### config.mk
export PLATFORM = sky130hd
export DESIGN_NAME = pipe_ctrl_flat
export DESIGN_NICKNAME = d
export VERILOG_FILES = /design/src/rtl/pipe_ctrl_if.sv /design/src/rtl/pipe_ctrl.sv /design/src/flat_wrapper.sv
export SDC_FILE = /design/constraint.sdc
export NUM_CORES = 1
export LEC_CHECK = 0
export CAP_MARGIN = 10
export CORE_AREA = 2 2 86 88
export DETAILED_ROUTE_END_ITERATION = 6
export DIE_AREA = 0 0 88 90
export PLACE_DENSITY = 0.84
export SYNTH_ARGS = -nofsm -noshare
export SYNTH_HDL_FRONTEND = slang
export SYNTH_SLANG_ARGS = --single-unit
### constraint.sdc
create_clock -name clk -period 3.8 [get_ports clk]
set_clock_uncertainty 0.15 [all_clocks]
set_input_delay 0.76 -clock clk [delete_from_list [all_inputs] [get_ports clk]]
set_output_delay 0.76 -clock clk [all_outputs]
set_load 0.02 [all_outputs]
### src/rtl/pipe_ctrl_if.sv
// Pipeline control bundle: hazard/memory/halt requests in, stage enables,
// flushes, status and perf counters out.
interface pipe_ctrl_if #(
    parameter int CNT_W = 32
);
    logic             hu_stall;
    logic             br_taken;
    logic             mem_req;
    logic             mem_ready;
    logic             halt;
    logic             en_if;
    logic             en_id;
    logic             en_ex;
    logic             en_mem;
    logic             en_wb;
    logic             flush_id;
    logic             flush_ex;
    logic             flush_mem;
    logic             flush_wb;
    logic             pc_redirect;
    logic             halted;
    logic             err_timeout;
    logic [CNT_W-1:0] stall_cnt;
    logic [CNT_W-1:0] flush_cnt;

    // Core side: raises requests, consumes controls.
    modport master (
        output hu_stall, br_taken, mem_req, mem_ready, halt,
        input  en_if, en_id, en_ex, en_mem, en_wb,
        input  flush_id, flush_ex, flush_mem, flush_wb,
        input  pc_redirect, halted, err_timeout, stall_cnt, flush_cnt
    );

    // Sequencer side.
    modport slave (
        input  hu_stall, br_taken, mem_req, mem_ready, halt,
        output en_if, en_id, en_ex, en_mem, en_wb,
        output flush_id, flush_ex, flush_mem, flush_wb,
        output pc_redirect, halted, err_timeout, stall_cnt, flush_cnt
    );
endinterface

### src/rtl/pipe_ctrl.sv
// 5-stage pipeline sequencer: per-stage enables and bubble controls from
// halt / memory-wait / load-use / branch requests, plus saturating perf counters.
module pipe_ctrl #(
    parameter int CNT_W       = 32,
    parameter int MEM_TIMEOUT = 16
) (
    input logic         clk,
    input logic         rst,
    pipe_ctrl_if.slave  bus
);
    localparam logic [1:0] ST_RUN      = 2'd0;
    localparam logic [1:0] ST_MEM_WAIT = 2'd1;
    localparam logic [1:0] ST_HALTED   = 2'd2;

    localparam int               WAIT_W   = $clog2(MEM_TIMEOUT + 1);
    localparam logic [WAIT_W-1:0] WAIT_ONE = WAIT_W'(1);
    localparam logic [WAIT_W-1:0] WAIT_MAX = WAIT_W'(MEM_TIMEOUT);
    localparam logic [WAIT_W-1:0] WAIT_ERR = WAIT_W'(MEM_TIMEOUT - 1);
    localparam logic [CNT_W-1:0]  CNT_ONE  = CNT_W'(1);

    logic [1:0]        state, state_nxt;
    logic [WAIT_W-1:0] wait_cnt, wait_nxt;
    logic              err_q, err_set;
    logic              br_accept;
    logic              hold;
    logic [4:0]        en;     // {if, id, ex, mem, wb}
    logic [3:0]        flush;  // {id, ex, mem, wb}
    logic              pc_redir;
    logic [CNT_W-1:0]  stall_q, flush_q;

    // Stage controls and next state, prioritised halt > mem wait > load-use > branch.
    always_comb begin
        // NOTE: every output gets a default first so no path leaves a latch behind.
        en        = 5'b11111;
        flush     = 4'b0000;
        pc_redir  = 1'b0;
        state_nxt = state;
        wait_nxt  = wait_cnt;
        err_set   = 1'b0;
        br_accept = 1'b0;
        if (rst) begin
            en = 5'b00000;
        end else begin
            case (state)
                ST_RUN: begin
                    if (bus.halt) begin
                        en        = 5'b00000;
                        state_nxt = ST_HALTED;
                    end else if (bus.mem_req && !bus.mem_ready) begin
                        en        = 5'b00001;
                        flush     = 4'b0001;
                        state_nxt = ST_MEM_WAIT;
                        wait_nxt  = WAIT_ONE;
                    end else if (bus.hu_stall) begin
                        // EX is held, so a same-cycle branch re-presents next cycle.
                        en    = 5'b00011;
                        flush = 4'b0010;
                    end else if (bus.br_taken) begin
                        flush     = 4'b1100;
                        pc_redir  = 1'b1;
                        br_accept = 1'b1;
                    end
                end
                ST_MEM_WAIT: begin
                    if (bus.mem_ready) begin
                        state_nxt = ST_RUN;
                        wait_nxt  = '0;
                    end else begin
                        en    = 5'b00001;
                        flush = 4'b0001;
                        if (wait_cnt < WAIT_MAX) wait_nxt = wait_cnt + WAIT_ONE;
                        if (wait_cnt >= WAIT_ERR) err_set = 1'b1;
                    end
                end
                ST_HALTED: begin
                    en = 5'b00000;
                end
                default: begin
                    en        = 5'b00000;
                    state_nxt = ST_RUN;
                end
            endcase
        end
    end

    assign hold = (en != 5'b11111) && (state != ST_HALTED);

    // State, wait timer, sticky timeout flag and saturating perf counters.
    always_ff @(posedge clk or posedge rst) begin
        if (rst) begin
            state    <= ST_RUN;
            wait_cnt <= '0;
            err_q    <= 1'b0;
            stall_q  <= '0;
            flush_q  <= '0;
        end else begin
            // NOTE: non-blocking assignments so every register samples pre-edge values.
            state    <= state_nxt;
            wait_cnt <= wait_nxt;
            if (err_set) err_q <= 1'b1;
            if (hold && (stall_q != '1)) stall_q <= stall_q + CNT_ONE;
            if (br_accept && (flush_q != '1)) flush_q <= flush_q + CNT_ONE;
        end
    end

    assign bus.en_if       = en[4];
    assign bus.en_id       = en[3];
    assign bus.en_ex       = en[2];
    assign bus.en_mem      = en[1];
    assign bus.en_wb       = en[0];
    assign bus.flush_id    = flush[3];
    assign bus.flush_ex    = flush[2];
    assign bus.flush_mem   = flush[1];
    assign bus.flush_wb    = flush[0];
    assign bus.pc_redirect = pc_redir;
    assign bus.halted      = (state == ST_HALTED);
    assign bus.err_timeout = err_q;
    assign bus.stall_cnt   = stall_q;
    assign bus.flush_cnt   = flush_q;
endmodule

### src/flat_wrapper.sv
// flat-port wrapper written by rule: the top's interface ports become plain ports
module pipe_ctrl_flat 
#(
    parameter int CNT_W       = 32,
    parameter int MEM_TIMEOUT = 16
)
  (clk, rst, bus_hu_stall, bus_br_taken, bus_mem_req, bus_mem_ready, bus_halt, bus_en_if, bus_en_id, bus_en_ex, bus_en_mem, bus_en_wb, bus_flush_id, bus_flush_ex, bus_flush_mem, bus_flush_wb, bus_pc_redirect, bus_halted, bus_err_timeout, bus_stall_cnt, bus_flush_cnt);
  pipe_ctrl_if #(.CNT_W(CNT_W)) bus_i ();
  input logic clk;
  input logic rst;
  input wire logic [$bits(bus_i.hu_stall)-1:0] bus_hu_stall;
  input wire logic [$bits(bus_i.br_taken)-1:0] bus_br_taken;
  input wire logic [$bits(bus_i.mem_req)-1:0] bus_mem_req;
  input wire logic [$bits(bus_i.mem_ready)-1:0] bus_mem_ready;
  input wire logic [$bits(bus_i.halt)-1:0] bus_halt;
  output wire logic [$bits(bus_i.en_if)-1:0] bus_en_if;
  output wire logic [$bits(bus_i.en_id)-1:0] bus_en_id;
  output wire logic [$bits(bus_i.en_ex)-1:0] bus_en_ex;
  output wire logic [$bits(bus_i.en_mem)-1:0] bus_en_mem;
  output wire logic [$bits(bus_i.en_wb)-1:0] bus_en_wb;
  output wire logic [$bits(bus_i.flush_id)-1:0] bus_flush_id;
  output wire logic [$bits(bus_i.flush_ex)-1:0] bus_flush_ex;
  output wire logic [$bits(bus_i.flush_mem)-1:0] bus_flush_mem;
  output wire logic [$bits(bus_i.flush_wb)-1:0] bus_flush_wb;
  output wire logic [$bits(bus_i.pc_redirect)-1:0] bus_pc_redirect;
  output wire logic [$bits(bus_i.halted)-1:0] bus_halted;
  output wire logic [$bits(bus_i.err_timeout)-1:0] bus_err_timeout;
  output wire logic [$bits(bus_i.stall_cnt)-1:0] bus_stall_cnt;
  output wire logic [$bits(bus_i.flush_cnt)-1:0] bus_flush_cnt;
  assign bus_i.hu_stall = bus_hu_stall;
  assign bus_i.br_taken = bus_br_taken;
  assign bus_i.mem_req = bus_mem_req;
  assign bus_i.mem_ready = bus_mem_ready;
  assign bus_i.halt = bus_halt;
  assign bus_en_if = bus_i.en_if;
  assign bus_en_id = bus_i.en_id;
  assign bus_en_ex = bus_i.en_ex;
  assign bus_en_mem = bus_i.en_mem;
  assign bus_en_wb = bus_i.en_wb;
  assign bus_flush_id = bus_i.flush_id;
  assign bus_flush_ex = bus_i.flush_ex;
  assign bus_flush_mem = bus_i.flush_mem;
  assign bus_flush_wb = bus_i.flush_wb;
  assign bus_pc_redirect = bus_i.pc_redirect;
  assign bus_halted = bus_i.halted;
  assign bus_err_timeout = bus_i.err_timeout;
  assign bus_stall_cnt = bus_i.stall_cnt;
  assign bus_flush_cnt = bus_i.flush_cnt;
  pipe_ctrl #(.CNT_W(CNT_W), .MEM_TIMEOUT(MEM_TIMEOUT)) u_core (.clk(clk), .rst(rst), .bus(bus_i));
endmodule
==> metrics.log, run 1 <==
[metrics] run status: finished clean
[metrics] Post-Layout Inst Area: 4940 um^2
[metrics] maximum number of pins on one net before global-route repair: slightly below 50
[metrics] Skew-Pair Late Insertion Delay: 0.34 ns
[metrics] classification of the worst-slack hold path: reg2reg
[metrics] final RePlAce weighted congestion: between 0.8 and 0.9
[metrics] # port buffers: slightly above 80
[metrics] Global Route Usage Sum: 22.5%
[metrics] average via count per standard cell: 5.70
[metrics] total I/O pin count: 83
[metrics] number of library cell types mapped by synthesis: 53
[metrics] post-CTS setup buffer count: 0
[metrics] count of state elements after synthesis: 72
[metrics] EDFF count, synth: 0
[metrics] first-pass GRT wire length: 14.4 mm
[metrics] Max-Cap Viols: 0
[metrics] clock transition at the registers of the reported paths: 0.07 ns
[metrics] number of CTS-inserted buffers: 9
[metrics] clock tree from TritonCTS: yes
[metrics] first-pass detailed-route iteration total: 4
[metrics] count of inserted antenna diode cells: 0
[metrics] Async SR Flop Fraction: 100%
[metrics] count of fill cells added during filler insertion: 526
[metrics] cell chosen for the clock root: sky130_fd_sc_hd__clkbuf_8
[metrics] area of the die: 7920 um^2
[metrics] count of endpoints failing hold in the final timing report: 0
[metrics] type of the setup path with the least slack: in2out
[metrics] min Tclk post-route: 3.66 ns
[metrics] required time of the worst setup path: roughly 2.9 ns
[metrics] starting density of the core: 53.4%
[metrics] post_cts resized: 0
[metrics] relative area change from synthesis to final layout: 31.9%
[metrics] transition at the pin with the smallest max-transition slack: 0.792 ns
[metrics] clk sinks: just over 70
[metrics] Routed Wire Length: between 8 and 9 mm
[metrics] sequential element share of the synthesized area: 48.1%
[metrics] warning count from the yosys run: 0
[metrics] worst max-slew margin expressed relative to the limit: around 47%
[metrics] kind of launch point of the worst setup path: input port
[metrics] peak supply drop: 0.489 mV
[metrics] Post-Syn Area per Cell: ~10 um^2
[metrics] Antenna Violating Nets Remaining: 0
[metrics] net total in the final layout: 470
[metrics] achievable frequency: 273 MHz
[metrics] placeable core region: 7020 um^2
[metrics] Detailed Route Iter0 Violations: 177
[metrics] register-to-register setup slack: 1.17 ns
[metrics] post-route non-filler standard cell count: 563
[metrics] setup TNS: 0 ns
[metrics] fraction of final layout cells with drive strength greater than 1: a little over 9%
[metrics] part of the cycle the worst path needs: 96.4%
[metrics] Sequential Area: 1800 um^2
[metrics] dominant register cell in the synthesized netlist: sky130_fd_sc_hd__dfrtp_1
[metrics] synthesized netlist net count: 380
[metrics] antenna violations before repair: 0
[metrics] number of vias after detailed routing: roughly 3200
[metrics] Clock H-tree levels: 3
[metrics] Syn Inst Count: 369
[metrics] RSZ-0062 raised after global routing: false
[metrics] max-slew violation count: 0
[metrics] multi-input gate area in the final layout: 1830 um^2
[metrics] number of cells after detailed placement: 547
[metrics] vias in the first global route: ~3100
[metrics] Detail Route met2 WL: 4.22 mm
[metrics] synthesized area: 3750 um^2
[metrics] routed metal-1 wire length: approximately 3.7 mm
[metrics] y dimension of the die: roughly 90 um
[metrics] number of endpoints failing setup at the final stage: 0
[metrics] arrival time at the worst endpoint: between 2 and 3 ns
[metrics] CTS Hold Buffers Added: 0
[metrics] element type at the critical path end: output port
[metrics] Clock Path Buffers: 2
[metrics] maximum fanout along the worst path: 4
[metrics] GR Overflow Total: 0
[metrics] floorplan row count: 31
[metrics] highest signal layer in the routed design: met4
[metrics] WL per Instance: 15.1 um
[metrics] length of routed met3 wiring: 491 um
[metrics] dpl hpwl: 6.14 mm
[metrics] instance area at placement: between 4000 and 5000 um^2
[metrics] worst slack on hold paths: 0.320 ns
[metrics] horizontal extent of the die: 88 um
[metrics] number of DRC violations after detailed routing: 0
[metrics] Leak Pwr: 2.07 nW
[metrics] Pwr Density: 411 nW/um^2
[metrics by stage]
step | utilization (%) | power [W] | worst slack, ns
floorplan | - | 0.00113 | 0.809
CTS | 70.4 | 0.00205 | 0.134
finish | 70.4 | 0.00203 | 0.138
global placement | 66.8 | 0.00128 | 0.171
global route | 70.4 | 0.00212 | 0.0748
detailed placement | 66.8 | 0.00129 | 0.135
[path summary, 6_finish.rpt]
kind,depth (start not counted),to,from
worst min-delay path,1,u_core.bus.err_timeout,u_core.bus.err_timeout
worst max register to register,6,u_core.bus.flush_cnt[15],u_core.bus.flush_cnt[0]
worst min register to register,1,u_core.bus.err_timeout,u_core.bus.err_timeout
worst max-delay path,5,bus_flush_id,rst
max in group asynchronous,4,u_core.bus.stall_cnt[3],rst
min in group asynchronous,3,u_core.bus.flush_cnt[13],rst
[logic make-up after synthesis]
logic type | Yosys count | share of synthesized area, %
simple gates | 180 | 27.4
flops | 72 | 48.1
xor+xnor | 58 | 13.6
compound gates | 29 | 5.58
buf+inv | 23 | 3.21
fa+ha+maj | 4 | 1.34
mux | 3 | 0.868
[synth_stat cells, types with 2 or more instances]
library cell	n	share of area, %
sky130_fd_sc_hd__a31oi_1	2	0.33
sky130_fd_sc_hd__ha_1	4	1.3
sky130_fd_sc_hd__nand3_1	29	3.9
sky130_fd_sc_hd__nor2b_1	4	0.67
sky130_fd_sc_hd__buf_4	4	0.80
sky130_fd_sc_hd__nand4_1	28	4.7
sky130_fd_sc_hd__xor2_1	18	4.2
sky130_fd_sc_hd__nor4_2	3	1.0
sky130_fd_sc_hd__clkbuf_1	2	0.20
sky130_fd_sc_hd__and3_1	19	3.2
sky130_fd_sc_hd__dfrtp_1	72	48
sky130_fd_sc_hd__inv_1	12	1.2
sky130_fd_sc_hd__xnor2_1	40	9.3
sky130_fd_sc_hd__nor2_1	21	2.1
sky130_fd_sc_hd__a21oi_1	5	0.67
sky130_fd_sc_hd__nor3_1	16	2.1
sky130_fd_sc_hd__or3_1	2	0.33
sky130_fd_sc_hd__buf_6	2	0.60
sky130_fd_sc_hd__and4_1	7	1.6
sky130_fd_sc_hd__nor3_2	5	1.3
sky130_fd_sc_hd__nor4_1	3	0.50
sky130_fd_sc_hd__o21ai_0	7	0.93
sky130_fd_sc_hd__buf_2	2	0.27
sky130_fd_sc_hd__o21bai_1	2	0.40
sky130_fd_sc_hd__o22a_1	2	0.47
sky130_fd_sc_hd__nand2_1	31	3.1
[critical path, stage by stage]
cell	delay [ns]
sky130_fd_sc_hd__clkdlybuf4s50_1	0.43
sky130_fd_sc_hd__or4_1	0.48
sky130_fd_sc_hd__or3_4	0.38
sky130_fd_sc_hd__inv_1	0.09
sky130_fd_sc_hd__clkdlybuf4s50_1	0.60
[registers in the layout (all words and copies together), names as in the netlist]
signal,count
u_core.state,2
u_core.wait_cnt,5
u_core.bus.flush_cnt,32
u_core.bus.err_timeout,1
u_core.bus.stall_cnt,32
[area by class of cell]
class / instances / area share (%)
Tap cell: 99 / 2.51
Inverter: 13 / 1.01
Timing Repair Buffer: 89 / 17.9
Clock buffer: 11 / 3.06
Clock inverter: 5 / 2.08
Sequential cell: 72 / 36.5
Multi-Input combinational cell: 274 / 36.9
[cells in the final DEF, fill, tap and decap left out, drive strengths merged, types with 4 or more instances in the layout]
cell type      count
nor2b              4
dfrtp             72
clkbuf            11
and3              19
a21oi              5
nand3             29
inv               12
clkdlybuf4s50     82
nand2             32
xor2              18
nor2              21
nand4             28
buf                7
ha                 4
nor4               7
and4               7
nor3              21
o21ai              7
xnor2             40
[report_power, final]
group / internal (W) / leakage [nW] / switching (W) / total [W]
Combinational: 0.000175 / 0.992 / 0.000198 / 0.000373
Clock: 0.000471 / 0.126 / 0.000280 / 0.000751
Sequential: 0.000825 / 0.957 / 0.0000814 / 0.000906
[layer usage]
| metal | vias to the layer above | global-route usage, % |
|---|---|---|
| met5 | - | 0 |
| met4 | 0 | 7.69 |
| met3 | 12 | 4.96 |
| met2 | 114 | 36.2 |
| met1 | 1581 | 29.9 |
| li1 | 1503 | - |
No activity file was read; power rests on OpenSTA's default activity.
==> run 2: changes to the inputs <==
==> constraint.sdc (replaced) <==
create_clock -name clk -period 3.8 [get_ports clk]
set_clock_uncertainty 0.15 [all_clocks]
set_input_delay 0.57 -clock clk [delete_from_list [all_inputs] [get_ports clk]]
set_output_delay 0.57 -clock clk [all_outputs]
set_load 0.02 [all_outputs]
==> metrics.log, run 2 (same netlist as run 1, synthesis figures left out) <==
[metrics] peak supply drop: 0.326 mV (was 0.489 mV)
[metrics] count of inserted antenna diode cells: 0 (unchanged)
[metrics] setup TNS: 0 ns (unchanged)
[metrics] vias in the first global route: 3026 (was 3094)
[metrics] first-pass detailed-route iteration total: 5 (was 4)
[metrics] classification of the worst-slack hold path: reg2reg (unchanged)
[metrics] part of the cycle the worst path needs: 90.0% (was 96.4%)
[metrics] antenna violations before repair: 0 (unchanged)
[metrics] PnR Total Power: 0.00187 W (was 0.00203 W)
[metrics] number of endpoints failing setup at the final stage: 0 (unchanged)
[metrics] # port buffers: 82 (unchanged)
[metrics] number of CTS-inserted buffers: 9 (unchanged)
[metrics] Global Route Usage Sum: 22.1% (was 22.5%)
[metrics] Leak Pwr: 2.02 nW (was 2.07 nW)
[metrics] net total in the final layout: 467 (was 470)
[metrics] clock transition at the registers of the reported paths: 0.08 ns (was 0.07 ns)
[metrics] cell-by-cell listing of the critical path: clkdlybuf4s50_1, or4_1, or3_4, clkinv_2, clkdlybuf4s50_1 (was clkdlybuf4s50_1, or4_1, or3_4, inv_1, clkdlybuf4s50_1)
[metrics] Routed Wire Length: 8.44 mm (was 8.51 mm)
[metrics] Antenna Violating Nets Remaining: 0 (unchanged)
[metrics] fraction of final layout cells with drive strength greater than 1: 8.46% (was 9.05%)
[metrics] Top cell by count, worst path: sky130_fd_sc_hd__clkdlybuf4s50_1 (unchanged)
[metrics] library cell contributing the largest single delay on the critical path: sky130_fd_sc_hd__clkdlybuf4s50_1 (unchanged)
[metrics] average via count per standard cell: 5.67 (was 5.70)
[metrics] area of the die: 7920 um^2 (unchanged)
[metrics] kind of launch point of the worst setup path: input port (unchanged)
[metrics] Place WS: 0.388 ns (was 0.135 ns)
[metrics] max incr delay on CP: 0.62 ns (was 0.60 ns)
[metrics] total I/O pin count: 83 (unchanged)
[metrics] GR Overflow Total: 0 (unchanged)
[metrics] dpl hpwl: 6.04 mm (was 6.14 mm)
[metrics] post-route non-filler standard cell count: 560 (was 563)
[metrics] number of cells after detailed placement: 544 (was 547)
[metrics] Skew-Pair Late Insertion Delay: 0.34 ns (about the same)
[metrics] relative area change from synthesis to final layout: 29.4% (was 31.9%)
[metrics] critical path's top delay family: buffers and inverters (unchanged)
[metrics] most common cell after layout, fill and taps aside: sky130_fd_sc_hd__clkdlybuf4s50_1 (unchanged)
[metrics] required time of the worst setup path: 3.08 ns (was 2.89 ns)
[metrics] count of buffer and inverter cells on the critical path: 3 (unchanged)
[metrics] Clock H-tree levels: 3 (unchanged)
[metrics] maximum number of pins on one net before global-route repair: 58 (was 49)
[metrics] RSZ-0062 raised after global routing: false (unchanged)
[metrics] count of endpoints failing hold in the final timing report: 0 (unchanged)
[metrics] Clock Path Buffers: 2 (unchanged)
[metrics] floorplan row count: 31 (unchanged)
[metrics] final critical-path setup slack: 0.379 ns (was 0.138 ns)
[metrics] run status: finished clean (unchanged)
[metrics] transition at the pin with the smallest max-transition slack: 0.753 ns (was 0.792 ns)
[metrics] post-route core utilization: 69.1% (was 70.4%)
[metrics] clock tree from TritonCTS: yes (unchanged)
[metrics] worst max-slew margin expressed relative to the limit: 49.1% (was 46.7%)
[metrics] arrival time at the worst endpoint: 2.70 ns (was 2.75 ns)
[metrics] maximum fanout along the worst path: 10 (was 4)
[metrics] number of DRC violations after detailed routing: 0 (unchanged)
[metrics] clk sinks: 72 (unchanged)
[metrics] number of vias after detailed routing: 3174 (was 3210)
[metrics] Max-Cap Viols: 0 (unchanged)
[metrics] horizontal extent of the die: 88 um (unchanged)
[metrics] element type at the critical path end: output port (unchanged)
[metrics] commonest non-fill, non-tap cells in the layout: sky130_fd_sc_hd__clkdlybuf4s50_1 (82), sky130_fd_sc_hd__dfrtp_1 (72), sky130_fd_sc_hd__xnor2_1 (40) (unchanged)
[metrics] WL per Instance: 15.1 um (about the same)
[metrics] cell chosen for the clock root: sky130_fd_sc_hd__clkbuf_8 (unchanged)
[metrics] post_cts resized: 0 (unchanged)
[metrics] first-pass GRT wire length: 14.1 mm (was 14.4 mm)
[metrics] Detailed Route Iter0 Violations: 243 (was 177)
[metrics] final RePlAce weighted congestion: 0.813 (was 0.838)
[metrics] achievable frequency: 292 MHz (was 273 MHz)
[metrics] min Tclk post-route: 3.42 ns (was 3.66 ns)
[metrics] Pwr Density: 385 nW/um^2 (was 411 nW/um^2)
[metrics] starting density of the core: 53.4% (unchanged)
[metrics] post-CTS setup buffer count: 0 (unchanged)
[metrics] y dimension of the die: 90 um (unchanged)
[metrics] type of the setup path with the least slack: in2out (unchanged)
[metrics] CTS Hold Buffers Added: 0 (unchanged)
[metrics] placeable core region: 7020 um^2 (unchanged)
[metrics] max-slew violation count: 0 (unchanged)
==> run 2: cell types whose count changed in the layout (fill, tap and decap cells not counted) <==
cell,previous run,this run
sky130_fd_sc_hd__clkinv_2,2,3
sky130_fd_sc_hd__bufinv_16,3,1
sky130_fd_sc_hd__clkinvlp_4,1,2
sky130_fd_sc_hd__clkbuf_8,11,9
sky130_fd_sc_hd__buf_12,1,0
sky130_fd_sc_hd__buf_4,6,4
sky130_fd_sc_hd__clkinv_4,0,2
==> run 2: layout make-up <==
type / count / area (um^2)
repair buffers: 86 / 851
well taps: 99 / 124
clock inverters: 7 / 72.6
fillers: 558 / 2170
flip-flops and latches: 72 / 1800
inverters: 13 / 50.0
multi-input cells: 274 / 1830
clock buffers: 9 / 124
==> run 2: power breakdown <==
part | switching (W) | internal [W] | total (W) | leakage [nW]
registers | 0.0000832 | 0.000825 | 0.000908 | 0.957
clock network | 0.000293 | 0.000303 | 0.000595 | 0.0952
logic | 0.000194 | 0.000171 | 0.000365 | 0.973
total | 0.000570 | 0.00130 | 0.00187 | 2.02
==> run 2: metal layers <==
layer  track usage (%)  up-vias  part of all wire, %
li1                  -     1502                    -
met1              29.3     1546                   44
met2              35.2      116                   49
met3              6.24       10                  6.3
met4              6.79        0                  1.5
met5                 0        -                    0
==> run 2: path summary, 6_finish.rpt <==
path	from	end	slack (ns)	cells after the start
max	rst	bus_pc_redirect	0.38	5
min	u_core.bus.err_timeout	u_core.bus.err_timeout	0.32	1
max reg2reg	u_core.bus.flush_cnt[0]	u_core.bus.flush_cnt[8]	1.13	6
min reg2reg	u_core.bus.err_timeout	u_core.bus.err_timeout	0.32	1
max in group asynchronous	rst	u_core.bus.flush_cnt[23]	1.92	3
min in group asynchronous	rst	u_core.bus.flush_cnt[1]	0.51	2
==> run 2: through the flow <==
step | hold slack (ns) | area [um^2]
after floorplan | 0.333 | 3750
after global placement | 0.305 | 4650
after detailed placement | 0.307 | 4650
after CTS | 0.326 | 4850
after global routing | 0.361 | 4850
final | 0.318 | 4850
==> run 3: changes to the inputs <==
--- a/config.mk
+++ b/config.mk
@@ -6,10 +6,9 @@
 export NUM_CORES = 1
 export LEC_CHECK = 0
 export CAP_MARGIN = 10
-export CORE_AREA = 2 2 86 88
+export CORE_AREA = 5 5 110 112
 export DETAILED_ROUTE_END_ITERATION = 6
-export DIE_AREA = 0 0 88 90
-export PLACE_DENSITY = 0.84
+export DIE_AREA = 0 0 115 117
 export SYNTH_ARGS = -nofsm -noshare
 export SYNTH_HDL_FRONTEND = slang
 export SYNTH_SLANG_ARGS = --single-unit
==> metrics.log, run 3 (same netlist as run 1, synthesis figures left out) <==
[metrics] vias in the first global route: 3218 (was 3026)
[metrics] min Tclk post-route: 3.44 ns (was 3.42 ns)
[metrics] achievable frequency: 291 MHz (was 292 MHz)
[metrics] Comb power frac: 17.3% (was 19.5%)
[metrics] worst hold path cell count: 1 (unchanged)
[metrics] Pwr Density: 421 nW/um^2 (was 385 nW/um^2)
[metrics] post-CTS setup buffer count: 0 (unchanged)
[metrics] floorplan row count: 39 (was 31)
[metrics] classification of the worst-slack hold path: reg2reg (unchanged)
[metrics] number of CTS-inserted buffers: 9 (unchanged)
[metrics] starting density of the core: 33.7% (was 53.4%)
[metrics] kind of launch point of the worst setup path: input port (unchanged)
[metrics] WL per Instance: 15.0 um (was 15.1 um)
[metrics] cell chosen for the clock root: sky130_fd_sc_hd__clkbuf_16 (was sky130_fd_sc_hd__clkbuf_8)
[metrics] Global Route Usage Sum: 14.1% (was 22.1%)
[metrics] Max-Cap Viols: 0 (unchanged)
[metrics] placeable core region: 11100 um^2 (was 7020 um^2)
[metrics] average via count per standard cell: 5.16 (was 5.67)
[metrics] Clock Path Buffers: 2 (unchanged)
[metrics] launching point of the worst reg2reg path: u_core.bus.flush_cnt[0] (unchanged)
[metrics] count of inserted antenna diode cells: 0 (unchanged)
[metrics] maximum number of pins on one net before global-route repair: 49 (was 58)
[metrics] antenna violations before repair: 0 (unchanged)
[metrics] peak supply drop: 0.431 mV (was 0.326 mV)
[metrics] clock transition at the registers of the reported paths: 0.06 ns (was 0.08 ns)
[metrics] net total in the final layout: 466 (was 467)
[metrics] Antenna Violating Nets Remaining: 0 (unchanged)
[metrics] area of the die: 13500 um^2 (was 7920 um^2)
[metrics] Place WS: 0.368 ns (was 0.388 ns)
[metrics] arrival time at the worst endpoint: 2.72 ns (was 2.70 ns)
[metrics] post_cts resized: 0 (unchanged)
[metrics] first-pass GRT wire length: 15.4 mm (was 14.1 mm)
[metrics] Detailed Route Iter0 Violations: 130 (was 243)
[metrics] GR Overflow Total: 0 (unchanged)
[metrics] destination of the worst register-to-register timing path: u_core.bus.flush_cnt[15] (was u_core.bus.flush_cnt[8])
[metrics] transition at the pin with the smallest max-transition slack: 0.804 ns (was 0.753 ns)
[metrics] final critical-path setup slack: 0.362 ns (was 0.379 ns)
[metrics] final RePlAce weighted congestion: 0.882 (was 0.813)
[metrics] register-to-register setup slack: 1.18 ns (was 1.13 ns)
[metrics] CTS Hold Buffers Added: 0 (unchanged)
[metrics] Hold Crit Endpoint: u_core.bus.err_timeout (unchanged)
[metrics] element type at the critical path end: output port (unchanged)
[metrics] clock tree from TritonCTS: yes (unchanged)
[metrics] run status: finished clean (unchanged)
[metrics] fraction of power spent switching nets: 27.9% (was 30.5%)
[metrics] max-slew violation count: 0 (unchanged)
[metrics] count of endpoints failing hold in the final timing report: 0 (unchanged)
[metrics] setup TNS: 0 ns (unchanged)
[metrics] sequential fraction of design power: 43.4% (was 48.6%)
[metrics] relative area change from synthesis to final layout: 33.4% (was 29.4%)
[metrics] number of DRC violations after detailed routing: 0 (unchanged)
[metrics] required time of the worst setup path: 3.08 ns (about the same)
[metrics] fraction of final layout cells with drive strength greater than 1: 7.84% (was 8.46%)
[metrics] dpl hpwl: 6.53 mm (was 6.04 mm)
[metrics] logic depth of the worst register-to-register path: 6 (unchanged)
[metrics] number of vias after detailed routing: 3106 (was 3174)
[metrics] commonest non-fill, non-tap cells in the layout: sky130_fd_sc_hd__clkdlybuf4s50_1 (82), sky130_fd_sc_hd__dfrtp_1 (72), sky130_fd_sc_hd__xnor2_1 (40) (unchanged)
[metrics] first-pass detailed-route iteration total: 5 (unchanged)
[metrics] RSZ-0062 raised after global routing: false (unchanged)
[metrics] worst max-slew margin expressed relative to the limit: 45.9% (was 49.1%)
[metrics] Leak Pwr: 2.07 nW (was 2.02 nW)
[metrics] maximum fanout along the worst path: 10 (unchanged)
[metrics] type of the setup path with the least slack: in2out (unchanged)
[metrics] launch instance of the worst min-delay path: u_core.bus.err_timeout (unchanged)
[metrics] part of the cycle the worst path needs: 90.5% (was 90.0%)
[metrics] total I/O pin count: 83 (unchanged)
[metrics] internal power: 0.00152 W (was 0.00130 W)
[metrics] clk sinks: 72 (unchanged)
[metrics] horizontal extent of the die: 115 um (was 88 um)
[metrics] Clock power frac: 39.3% (was 31.9%)
[metrics] reported net switching power: 0.000587 W (was 0.000570 W)
[metrics] # port buffers: 82 (unchanged)
[metrics] Clock H-tree levels: 3 (unchanged)
[metrics] y dimension of the die: 117 um (was 90 um)
[metrics] most common cell after layout, fill and taps aside: sky130_fd_sc_hd__clkdlybuf4s50_1 (unchanged)
[metrics] Routed Wire Length: 9.05 mm (was 8.44 mm)
[metrics] number of endpoints failing setup at the final stage: 0 (unchanged)
[metrics] Skew-Pair Late Insertion Delay: 0.33 ns (was 0.34 ns)
[run 3: cell types whose count changed in the layout (fill, tap and decap cells not counted), sizes merged]
cell and delta:
clkinv -1, buf -1, clkbuf +2, clkinvlp -2
[run 3: worst max-delay path by stage]
stage	startpoint	endpoint	slack [ns]
after floorplan	rst	u_core.state[0]	1.0
after detailed placement	rst	bus_pc_redirect	0.37
after global routing	rst	bus_pc_redirect	0.31
final	rst	bus_pc_redirect	0.36
after global placement	rst	bus_pc_redirect	0.38
after CTS	rst	bus_pc_redirect	0.37
[run 3: routing by layer]
| metal | GRT usage [%] | share of wire (%) |
|---|---|---|
| met4 | 5.01 | 1.3 |
| met1 | 18.8 | 46 |
| met2 | 22.3 | 47 |
| met3 | 3.65 | 5.5 |
| met5 | 0 | 0 |
[run 3: stage by stage]
stage	area, um^2	power (W)	utilization (%)	std cells	hold slack [ns]
2_1_floorplan	3750	0.00113	-	369	0.333
3_3_place_gp	4710	0.00129	42.4	587	0.323
3_5_place_dp	4710	0.00129	42.4	587	0.323
4_1_cts	5000	0.00213	44.9	602	0.336
5_1_grt	5000	0.00221	44.9	602	0.355
6_report	5000	0.00210	44.9	602	0.325
[run 3: power groups by stage]
stage	Sequential (W)	Combinational, W	Clock, W
after detailed placement	0.000927	0.000367	0
after CTS	0.000915	0.000369	0.000846
after global routing	0.000928	0.000401	0.000879
after global placement	0.000925	0.000364	0
after floorplan	0.000959	0.000166	0
final	0.000913	0.000364	0.000828
[run 3: layout make-up]
| class | instances | area [um^2] |
|---|---|---|
| Tap cell | 143 | 179 |
| Inverter | 13 | 50.0 |
| Multi-Input combinational cell | 274 | 1830 |
| Sequential cell | 72 | 1800 |
| Clock buffer | 11 | 243 |
| Timing Repair Buffer | 85 | 856 |
| Fill cell | 1072 | 6130 |
| Clock inverter | 4 | 45.0 |
[run 3: worst max-delay path, cell delays in order]
cell,delay [ns]
sky130_fd_sc_hd__clkdlybuf4s50_1,0.50
sky130_fd_sc_hd__or4_1,0.49
sky130_fd_sc_hd__or3_4,0.39
sky130_fd_sc_hd__clkinv_2,0.14
sky130_fd_sc_hd__clkdlybuf4s50_1,0.62
